File: config.mk
export PLATFORM = sky130hd
export DESIGN_NAME = move_query_scheduler_flat
export DESIGN_NICKNAME = d
export VERILOG_FILES = /design/src/rtl/move_query_scheduler_pkg.sv /design/src/rtl/move_query_scheduler_if.sv /design/src/rtl/move_query_scheduler_rr_arbiter.sv /design/src/rtl/move_query_scheduler.sv /design/src/flat_wrapper.sv
export SDC_FILE = /design/constraint.sdc
export NUM_CORES = 1
export LEC_CHECK = 0
export CORE_AREA = 8 8 111 113
export DETAILED_ROUTE_END_ITERATION = 16
export DIE_AREA = 0 0 119 121
export PLACE_DENSITY = 0.92
export SLEW_MARGIN = 0
export SYNTH_ARGS = -nofsm -noshare
export SYNTH_HDL_FRONTEND = slang
export SYNTH_SLANG_ARGS = --single-unit
File: constraint.sdc
create_clock -name clk -period 5 [get_ports clk]
set_input_delay 0.75 -clock clk [delete_from_list [all_inputs] [get_ports clk]]
set_output_delay 0.75 -clock clk [all_outputs]
set_load 0.05 [all_outputs]
File: src/rtl/move_query_scheduler_pkg.sv
// Shared map/scheduler definitions.
// Holds the default map geometry, the index widths used on the request bus,
// the bit positions of the move vector and the scheduler FSM encoding.
package move_query_scheduler_pkg;

  localparam int MAP_COLS = 80;
  localparam int MAP_ROWS = 60;
  localparam int IDX_X_W  = 7;
  localparam int IDX_Y_W  = 6;
  localparam int ID_W     = 2;
  localparam int MOVE_W   = 4;

  // Move vector bit positions: rsp_moves = {Left, Down, Up, Right}
  localparam int MV_RIGHT = 0;
  localparam int MV_UP    = 1;
  localparam int MV_DOWN  = 2;
  localparam int MV_LEFT  = 3;

  localparam logic [1:0] ST_IDLE  = 2'd0;
  localparam logic [1:0] ST_FETCH = 2'd1;
  localparam logic [1:0] ST_RESP  = 2'd2;

  // Query latched at grant time; later index changes on the bus are ignored.
  typedef struct packed {
    logic [IDX_X_W-1:0] x;
    logic [IDX_Y_W-1:0] y;
    logic [ID_W-1:0]    id;
  } query_t;

endpackage

File: src/rtl/move_query_scheduler_if.sv
// Request/response and map-memory bus of the move query scheduler.
//   req, req_idx_x, req_idx_y : per-requester level request and packed indices
//   gnt                       : one-hot accept pulse
//   mem_en, mem_addr, mem_dout: read port of the external map row memory
//   rsp_valid, rsp_id, rsp_moves : result pulse, requester id, {L,D,U,R}
//   busy                      : a query is in flight
// master = requesters + memory side, slave = scheduler.
interface move_query_scheduler_if #(
  parameter int NUM_REQ  = 4,
  parameter int MAP_COLS = move_query_scheduler_pkg::MAP_COLS
);
  import move_query_scheduler_pkg::*;

  logic [NUM_REQ-1:0]         req;
  logic [NUM_REQ*IDX_X_W-1:0] req_idx_x;
  logic [NUM_REQ*IDX_Y_W-1:0] req_idx_y;
  logic [NUM_REQ-1:0]         gnt;
  logic                       mem_en;
  logic [IDX_Y_W-1:0]         mem_addr;
  logic [MAP_COLS-1:0]        mem_dout;
  logic                       rsp_valid;
  logic [ID_W-1:0]            rsp_id;
  logic [MOVE_W-1:0]          rsp_moves;
  logic                       busy;

  modport master (
    output req, req_idx_x, req_idx_y, mem_dout,
    input  gnt, mem_en, mem_addr, rsp_valid, rsp_id, rsp_moves, busy
  );

  modport slave (
    input  req, req_idx_x, req_idx_y, mem_dout,
    output gnt, mem_en, mem_addr, rsp_valid, rsp_id, rsp_moves, busy
  );

endinterface

File: src/rtl/move_query_scheduler_rr_arbiter.sv
// Round-robin arbiter.
//   req    : request vector          mask  : requests excluded this cycle
//   accept : the grant is taken, advance the pointer past the winner
//   gnt    : one-hot winner          gnt_id: winner index   valid: any winner
// The search starts at ptr, which is the id after the last accepted winner.
module rr_arbiter
  import move_query_scheduler_pkg::*;
#(
  parameter int NUM_REQ = 4
) (
  input  logic               clk,
  input  logic               rst,
  input  logic [NUM_REQ-1:0] req,
  input  logic [NUM_REQ-1:0] mask,
  input  logic               accept,
  output logic [NUM_REQ-1:0] gnt,
  output logic [ID_W-1:0]    gnt_id,
  output logic               valid
);

  logic [ID_W-1:0]    ptr;
  logic [NUM_REQ-1:0] elig;

  assign elig = req & ~mask;

  always_comb begin
    gnt    = '0;
    gnt_id = '0;
    valid  = 1'b0;
    for (int i = 0; i < NUM_REQ; i++) begin
      if (!valid && elig[(int'(ptr) + i) % NUM_REQ]) begin
        valid                              = 1'b1;
        gnt[(int'(ptr) + i) % NUM_REQ]     = 1'b1;
        gnt_id                             = ID_W'((int'(ptr) + i) % NUM_REQ);
      end
    end
  end

  always_ff @(posedge clk) begin
    if (rst) begin
      ptr <= '0;
    end else if (accept && valid) begin
      ptr <= ID_W'((int'(gnt_id) + 1) % NUM_REQ);
    end
  end

endmodule

File: src/rtl/move_query_scheduler.sv
// Move query scheduler: serialises requester queries onto the single map
// memory read port. Each query reads the rows above, at and below the
// requester's cell and answers with the legal moves {Left, Down, Up, Right}.
//   clk, rst : clock, synchronous active-high reset
//   bus      : request/response and memory bus (slave side)
// Timing: gnt at T, row reads at T+1..T+3, rsp_valid at T+4+READ_LAT.
module move_query_scheduler #(
  parameter int NUM_REQ  = 4,
  parameter int MAP_COLS = move_query_scheduler_pkg::MAP_COLS,
  parameter int MAP_ROWS = move_query_scheduler_pkg::MAP_ROWS,
  parameter int READ_LAT = 1
) (
  input logic                   clk,
  input logic                   rst,
  move_query_scheduler_if.slave bus
);
  import move_query_scheduler_pkg::*;

  localparam int CNT_W = $clog2(READ_LAT + 4);
  localparam int LAST  = 2 + READ_LAT;

  logic [1:0]         state;
  logic [CNT_W-1:0]   cnt;
  query_t             q;
  logic               above, same_l, same_r;
  logic [ID_W-1:0]    rsp_id_q;
  logic [MOVE_W-1:0]  rsp_moves_q;

  logic               arb_ok, arb_valid, take;
  logic [NUM_REQ-1:0] arb_gnt, arb_mask;
  logic [ID_W-1:0]    arb_id;
  logic [IDX_X_W-1:0] sel_x;
  logic [IDX_Y_W-1:0] sel_y;

  // Column bit of a map row; columns beyond the map read as wall.
  function automatic logic row_bit(input logic [MAP_COLS-1:0] row,
                                   input logic [IDX_X_W-1:0]  idx);
    if (int'(idx) < MAP_COLS) return row[idx];
    return 1'b0;
  endfunction

  // Horizontal edges wrap through the tunnel, vertical edges are closed.
  function automatic logic [MOVE_W-1:0] calc_moves(
    input logic [IDX_X_W-1:0] x, input logic [IDX_Y_W-1:0] y,
    input logic up_b, input logic left_b, input logic right_b, input logic down_b);
    logic [MOVE_W-1:0] m;
    m = '0;
    if (int'(x) < MAP_COLS && int'(y) < MAP_ROWS) begin
      m[MV_RIGHT] = (int'(x) == MAP_COLS - 1) ? 1'b1 : right_b;
      m[MV_LEFT]  = (x == 0) ? 1'b1 : left_b;
      m[MV_UP]    = (y == 0) ? 1'b0 : up_b;
      m[MV_DOWN]  = (int'(y) == MAP_ROWS - 1) ? 1'b0 : down_b;
    end
    return m;
  endfunction

  // Arbitration runs in IDLE and RESP; the id being answered is masked so a
  // requester still holding req through its own response is not regranted.
  assign arb_ok   = !rst && (state == ST_IDLE || state == ST_RESP);
  assign arb_mask = (state == ST_RESP) ? (NUM_REQ'(1) << q.id) : '0;
  assign take     = arb_ok && arb_valid;
  assign sel_x    = bus.req_idx_x[int'(arb_id)*IDX_X_W +: IDX_X_W];
  assign sel_y    = bus.req_idx_y[int'(arb_id)*IDX_Y_W +: IDX_Y_W];

  rr_arbiter #(.NUM_REQ(NUM_REQ)) u_arb (
    .clk    (clk),
    .rst    (rst),
    .req    (bus.req),
    .mask   (arb_mask),
    .accept (arb_ok),
    .gnt    (arb_gnt),
    .gnt_id (arb_id),
    .valid  (arb_valid)
  );

  assign bus.gnt       = arb_gnt & {NUM_REQ{arb_ok}};
  assign bus.rsp_valid = !rst && (state == ST_RESP);
  assign bus.rsp_id    = rsp_id_q;
  assign bus.rsp_moves = rsp_moves_q;
  assign bus.busy      = (state != ST_IDLE);

  // Row reads: above, same, below; clamped at the top and bottom rows.
  always_comb begin
    bus.mem_en   = 1'b0;
    bus.mem_addr = '0;
    if (!rst && state == ST_FETCH && cnt <= 2) begin
      bus.mem_en = 1'b1;
      case (cnt)
        CNT_W'(0): bus.mem_addr = (q.y == 0) ? '0 : q.y - 1'b1;
        CNT_W'(1): bus.mem_addr = q.y;
        default:   bus.mem_addr = (q.y == IDX_Y_W'(MAP_ROWS - 1)) ? q.y : q.y + 1'b1;
      endcase
    end
  end

  // Control: FSM, phase counter and result registers
  always_ff @(posedge clk) begin
    if (rst) begin
      state       <= ST_IDLE;
      cnt         <= '0;
      rsp_id_q    <= '0;
      rsp_moves_q <= '0;
    end else begin
      case (state)
        ST_IDLE: begin
          if (take) begin
            state <= ST_FETCH;
            cnt   <= '0;
          end
        end
        ST_FETCH: begin
          cnt <= cnt + 1'b1;
          if (cnt == CNT_W'(LAST)) begin
            state       <= ST_RESP;
            rsp_id_q    <= q.id;
            // The below bit arrives this cycle and goes straight into the result.
            rsp_moves_q <= calc_moves(q.x, q.y, above, same_l, same_r,
                                      row_bit(bus.mem_dout, q.x));
          end
        end
        ST_RESP: begin
          if (take) begin
            state <= ST_FETCH;
            cnt   <= '0;
          end else begin
            state <= ST_IDLE;
          end
        end
        default: state <= ST_IDLE;
      endcase
    end
  end

  // Data: latched query and captured neighbour bits
  always_ff @(posedge clk) begin
    if (take) q <= '{x: sel_x, y: sel_y, id: arb_id};
    if (state == ST_FETCH && cnt == CNT_W'(READ_LAT)) begin
      above <= row_bit(bus.mem_dout, q.x);
    end
    if (state == ST_FETCH && cnt == CNT_W'(READ_LAT + 1)) begin
      same_l <= row_bit(bus.mem_dout, q.x - 1'b1);
      same_r <= row_bit(bus.mem_dout, q.x + 1'b1);
    end
  end

endmodule

File: src/flat_wrapper.sv
// flat-port wrapper written by rule: the top's interface ports become plain ports
module move_query_scheduler_flat import move_query_scheduler_pkg::*;
#(
  parameter int NUM_REQ  = 4,
  parameter int MAP_COLS = move_query_scheduler_pkg::MAP_COLS,
  parameter int MAP_ROWS = move_query_scheduler_pkg::MAP_ROWS,
  parameter int READ_LAT = 1
)
  (clk, rst, bus_req, bus_req_idx_x, bus_req_idx_y, bus_mem_dout, bus_gnt, bus_mem_en, bus_mem_addr, bus_rsp_valid, bus_rsp_id, bus_rsp_moves, bus_busy);
  move_query_scheduler_if #(.NUM_REQ(NUM_REQ), .MAP_COLS(MAP_COLS)) bus_i ();
  input logic clk;
  input logic rst;
  input wire logic [$bits(bus_i.req)-1:0] bus_req;
  input wire logic [$bits(bus_i.req_idx_x)-1:0] bus_req_idx_x;
  input wire logic [$bits(bus_i.req_idx_y)-1:0] bus_req_idx_y;
  input wire logic [$bits(bus_i.mem_dout)-1:0] bus_mem_dout;
  output wire logic [$bits(bus_i.gnt)-1:0] bus_gnt;
  output wire logic [$bits(bus_i.mem_en)-1:0] bus_mem_en;
  output wire logic [$bits(bus_i.mem_addr)-1:0] bus_mem_addr;
  output wire logic [$bits(bus_i.rsp_valid)-1:0] bus_rsp_valid;
  output wire logic [$bits(bus_i.rsp_id)-1:0] bus_rsp_id;
  output wire logic [$bits(bus_i.rsp_moves)-1:0] bus_rsp_moves;
  output wire logic [$bits(bus_i.busy)-1:0] bus_busy;
  assign bus_i.req = bus_req;
  assign bus_i.req_idx_x = bus_req_idx_x;
  assign bus_i.req_idx_y = bus_req_idx_y;
  assign bus_i.mem_dout = bus_mem_dout;
  assign bus_gnt = bus_i.gnt;
  assign bus_mem_en = bus_i.mem_en;
  assign bus_mem_addr = bus_i.mem_addr;
  assign bus_rsp_valid = bus_i.rsp_valid;
  assign bus_rsp_id = bus_i.rsp_id;
  assign bus_rsp_moves = bus_i.rsp_moves;
  assign bus_busy = bus_i.busy;
  move_query_scheduler #(.NUM_REQ(NUM_REQ), .MAP_COLS(MAP_COLS), .MAP_ROWS(MAP_ROWS), .READ_LAT(READ_LAT)) u_core (.clk(clk), .rst(rst), .bus(bus_i));
endmodule
=== After elaboration in Yosys (flattened, before gate mapping) ===
Index checks and enable logic that the tools add are counted.

* Reduce and logical (&&, ||, !) cells: 33
* Shift operators: 3
* $mul: 2
* Multiplexer cells: 67
* $add $sub $neg: 9
* Eq/ne operators: 11
* Bitwise operators: 9
* Magnitude comparators: 16

{| class="wikitable"
|+ Operator list
! kind !! count
|-
| 1-bit two-way mux || 37
|-
| 24-bit by 32-bit variable part select with 6-bit output || 1
|-
| 28-bit by 32-bit variable part select with 7-bit output || 1
|-
| 7-bit by 8-bit less-than comparator with 1-bit output (second input constant) || 3
|-
| 4-bit two-way mux || 6
|-
| 1-bit binary-select mux with 7-bit select || 3
|-
| 7-bit less-than comparator (second input constant) || 3
|-
| 6-bit two-way mux || 3
|-
| 1-bit logical AND || 15
|-
| 3-bit by 4-bit less-than comparator with 1-bit output (second input constant) || 3
|-
| 2-bit two-way mux || 6
|-
| 4-bit bitwise OR || 3
|-
| 6-bit one-hot mux with 2 select lines || 1
|-
| 3-bit by 1-bit >= comparator with 1-bit output (second input constant) || 3
|-
| 4-bit bitwise AND || 2
|-
| 1-bit binary-select mux with 2-bit select || 4
|-
| 1-bit demux with 2-bit select || 4
|-
| 2-bit OR reduction || 4
|-
| 7-bit by 1-bit adder with 7-bit output (second input constant) || 1
|-
| 7-bit equality test (second input constant) || 1
|-
| 7-bit logical NOT || 1
|-
| 7-bit by 1-bit subtractor with 7-bit output (second input constant) || 1
|-
| 6-bit by 1-bit adder with 6-bit output (second input constant) || 1
|-
| 3-bit by 2-bit equality test with 1-bit output (second input constant) || 2
|-
| other kinds (30) || 41
|}

* Output and inout bits: 19
* Register bits: 31
* Input bits: 138

=== Longest topological paths before layout ===
* Word-level depth: 19
* Depth in mapped cells: 13

=== Modules after synthesis ===
Synthesis repeated with hierarchy kept, for this count alone.

* Cells, all modules: 451
* Area, all modules: 4737.0 µm²

{| class="wikitable"
|+ By module, submodules not included
! module !! cells each !! times used !! area each (µm²) !! seq. area each (µm²)
|-
| move_query_scheduler || 372 || 1 || 4135.2 || 760.7
|-
| rr_arbiter || 79 || 1 || 601.8 || 40.0
|}

=== Worst setup path after synthesis ===
Ideal clock, no wire load.

* Path kind: reg-to-output
* Start point: reg u_core.u_arb.ptr[1]
* End point: out bus_gnt[0]
* Path buffers: 2
* Path slack: 1.347 ns
* Data arrival time: 2.903 ns
* Cell stages (with the launch flop): 11
* Cells stage by stage: dfxtp_1 clkbuf_1 inv_1 ha_1 clkbuf_1 nor2b_1 a32oi_1 nand2_1 o2bb2ai_1 mux2i_1 o22ai_1

* Longest elaborated chain between the ends: 14
* Elaborated cells on any way between the ends: 57

{| class="wikitable"
|+ Ends and longest elaborated chain
! element !! line !! RTL
|-
| start: declaration || move_query_scheduler_rr_arbiter.sv:21 || <nowiki>logic [ID_W-1:0] ptr;</nowiki>
|-
| start signal: assignment || move_query_scheduler_rr_arbiter.sv:43 || <nowiki>ptr <= ID_W'((int'(gnt_id) + 1) % NUM_REQ);</nowiki>
|-
| 2-bit by 1-bit adder with 2-bit output || move_query_scheduler_rr_arbiter.sv:31, move_query_scheduler_rr_arbiter.sv:33 ||
|-
| 2-bit OR reduction (no line) || -- ||
|-
| 1-bit bitwise AND (no line) || -- ||
|-
| 3-bit by 4-bit less-than comparator with 1-bit output (implied by the code) or 3-bit by 1-bit >= comparator with 1-bit output (tied branches) || move_query_scheduler_rr_arbiter.sv:33 || <nowiki>gnt[(int'(ptr) + i) % NUM_REQ] = 1'b1;</nowiki>
|-
| 1-bit logical AND (implied by the code) || move_query_scheduler_rr_arbiter.sv:33 ||
|-
| 1-bit two-way mux (implied by the code) || move_query_scheduler_rr_arbiter.sv:33 ||
|-
| 1-bit demux with 2-bit select || move_query_scheduler_rr_arbiter.sv:33 ||
|-
| 4-bit bitwise OR (no line) || -- ||
|-
| 4-bit two-way mux || move_query_scheduler_rr_arbiter.sv:31 || <nowiki>if (!valid && elig[(int'(ptr) + i) % NUM_REQ]) begin</nowiki>
|-
| 4-bit bitwise OR (no line) || -- ||
|-
| 4-bit two-way mux || move_query_scheduler_rr_arbiter.sv:31 ||
|-
| 4-bit bitwise OR (no line) || -- ||
|-
| 4-bit two-way mux * || move_query_scheduler_rr_arbiter.sv:31 ||
|-
| 4-bit bitwise AND * || move_query_scheduler.sv:76 || <nowiki>assign bus.gnt = arb_gnt & {NUM_REQ{arb_ok}};</nowiki>
|-
| end: declaration || flat_wrapper.sv:17 || <nowiki>output wire logic [$bits(bus_i.gnt)-1:0] bus_gnt;</nowiki>
|}

Mark *: on every way between the ends. The rest lies on a longest branch, timed or not. The select of a mux whose other input is x is not followed.

=== Final worst setup path ===
Ends and elaborated chain as after synthesis.

==> out/metrics.yaml <==
core_um2: 10600
rr_startpoint: "u_core.u_arb.ptr[1]"
antenna_found_initial: 0
netlist_instances: 512
max_freq_mhz: 219.0
grt_pass1_wl_um: 27360
avgSynthCellArea_um2: 9.834
met3_length_um: 1170
start_kind: "flip-flop"
async_flop_share_pct: 0
max-slew-margin-rel_pct: 14.26
cts.repair.resized: 0
insertedDiodeCount: 0
cts_tree: "built"
fin_nets: 797
via_count: 5191
grt_max_degree: 59
post-route-drc-count: 0
place_area_um2: 6623
viasPerCell: 6.647
path_max_fanout: 15
ys_seq_area_share_pct: 15.90
p_leak_nw: 2.319
ys_warn_count: 0
ys_ff_latch: 31
critPathTopFamily: "buffers and inverters"
globalplace.congestion: 0.9002
path_cells: "inv_1 -> ha_1 -> inv_1 -> a2111oi_0 -> nor2b_1 -> o31ai_1 -> o21ai_1 -> o22ai_1 -> clkdlybuf4s50_1"
met2_length_um: 8549
cts_setup_buffers: 0
portBuffers: 156
layout_commonest_cell: "clkdlybuf4s50_1"
status: "finished, final reports clean"
skew_ns: 0.01229
met1_length_um: 6757
h-tree-depth: 2
synth.distinct_cells: 66
rows: 38
postCtsHoldBufs: 0
dieArea_um2: 14400
drive_gt1_share_pct: 15.91
dp_hpwl_um: 13800
synth_edf_count: 18
clkSinkCount: 31
final_cell_mix: "clkdlybuf4s50_1, mux4_2, nand2_1"
gr-usage-all-layers_pct: 22.96
fp.dieW_um: 119
ir_drop_uv: 276.0
slowest_stage: "clkdlybuf4s50_1"
ys.flop_type: "edfxtp_1"
area_growth_pct: 33.67
cts.path.max_buffers: 2
stdcell_area_um2: 6730
start_util_pct: 47.49
min_from: "u_core.bus.rsp_id[1]"
slowest_delay_ns: 0.83
clk_latency_ns: 0.28
grt_pass1_vias: 5309
critPathRequiredTime_ns: 4.25
finalMaxSlewViolations: 0
p_per_area_nw_per_um2: 445.1
hold_violations: 0
drtAntennaViolNets: 0
p_total_w: 0.002995
syn-num-nets: 669
holdCritPathClass: "reg2reg"
wire_per_inst_um: 21.73
worst-path-buf-inv: 3
crit_path_frequent_cell: "inv_1"
wirelength_um: 16970
finalCritPeriodShare_pct: 91.32
crit_path_end_kind: "output port"
clk_pin_slew_ns: 0.07
cp.arrival_ns: 3.82
layout_min_cycle_time_ns: 4.566
grt_overflow: 0
worst_slew_pin_slew_ns: 1.282
startpoint: "u_core.u_arb.ptr[1]"
fin_tns_setup_ns: 0
root_buffer: "clkbuf_8"
critPathKind: "reg2out"
ios: 157
die_h_um: 121
finalSetupViolCount: 0
rsz0062_at_grt: "false"
cts_inserted_buffers: 5
maxCapViolations: 0
dr.pass1.iters: 5
highest_layer: "met4"
drt_iter0_drc: 440
syn_area_um2: 5035
[kinds of logic (layout without fill, tap and decap cells)]
| family | count (synthesis) | in the layout | synth area share (%) |
|---|---|---|---|
| XOR/XNOR | 13 | 13 | 2.535 |
| adder cells (fa/ha/maj) | 19 | 19 | 4.722 |
| multiplexers | 92 | 92 | 35.54 |
| flip-flops | 31 | 31 | 15.90 |
| AO/OA/AOI/OAI | 139 | 139 | 19.78 |
| AND/OR/NAND/NOR | 155 | 155 | 15.88 |
| buffers and inverters | 63 | 192 | 5.641 |
[final timing paths]
path | to | slack (ns) | cells past startpoint
max | bus_gnt[0] | 0.43 | 9
min | u_core.bus.rsp_id[1] | 0.49 | 2
max reg2reg | u_core.u_arb.ptr[1] | 0.99 | 9
min reg2reg | u_core.bus.rsp_id[1] | 0.49 | 2
[worst min-delay path, cell delays in order (launching register included)]
cell and delay (ns):
dfxtp_1 0.33, nand2_1 0.06, a21oi_1 0.06
[sequential cells by signal (all words and copies together) (netlist names), 2 cells and up]
signal	flops
u_core.bus.rsp_id	2
u_core.cnt	3
u_core.u_arb.ptr	2
u_core.q	15
u_core.bus.rsp_moves	4
u_core.state	2
[report_power, final]
group | internal [W] | switching [W]
clock | 0.000146 | 0.0000935
combinational | 0.00111 | 0.00115
sequential | 0.000362 | 0.000133
total | 0.00161 | 0.00138
[cell usage after synthesis (4+ instances only)]
library cell	count	area (um^2)
a211o_1	13	113.9
a211oi_1	6	45.04
a21oi_1	19	95.09
buf_2	14	70.07
clkbuf_1	20	75.07
dfxtp_1	13	260.3
edfxtp_1	18	540.5
ha_1	19	237.7
inv_1	17	63.81
inv_2	4	15.01
mux2_2	4	45.04
mux2i_1	19	190.2
mux4_2	69	1554
nand2_1	46	172.7
nand2b_1	6	37.54
nand3_1	35	175.2
nand4_1	4	25.02
nor2_1	26	97.59
nor3_1	8	40.04
nor3b_1	7	52.55
o2111ai_1	5	43.79
o211ai_1	30	225.2
o21ai_0	23	115.1
o21ai_1	5	25.02
o22ai_1	6	37.54
o2bb2ai_1	4	35.03
xnor2_1	5	43.79
xor2_1	7	61.31
[per-layer routing]
layer / vias up / track usage (%)
met2: 250 / 40.39
met5: - / 0
met3: 47 / 4.607
met4: 0 / 6.719
li1: 2338 / -
met1: 2556 / 27.82
[through the flow]
step	hold slack (ns)	utilization, %	cells	setup slack [ns]
6_report	0.4895	63.48	781	0.4341
5_1_grt	0.4958	63.48	781	0.1300
4_1_cts	0.4807	63.48	781	0.5295
3_5_place_dp	0.4717	62.46	773	0.8279
3_3_place_gp	0.4669	62.46	773	0.9574
2_1_floorplan	0.4775	-	512	1.347
[area by class of cell]
class	instances	area [um^2]
clock buffer	5	68.82
inverter	21	78.83
sequential	31	800.8
fill	824	3872
clock inverter	3	38.79
timing repair buffer	163	1614
tap	140	175.2
multi-input combinational	418	3954
Note: power is estimated with default switching activity, not from simulation.
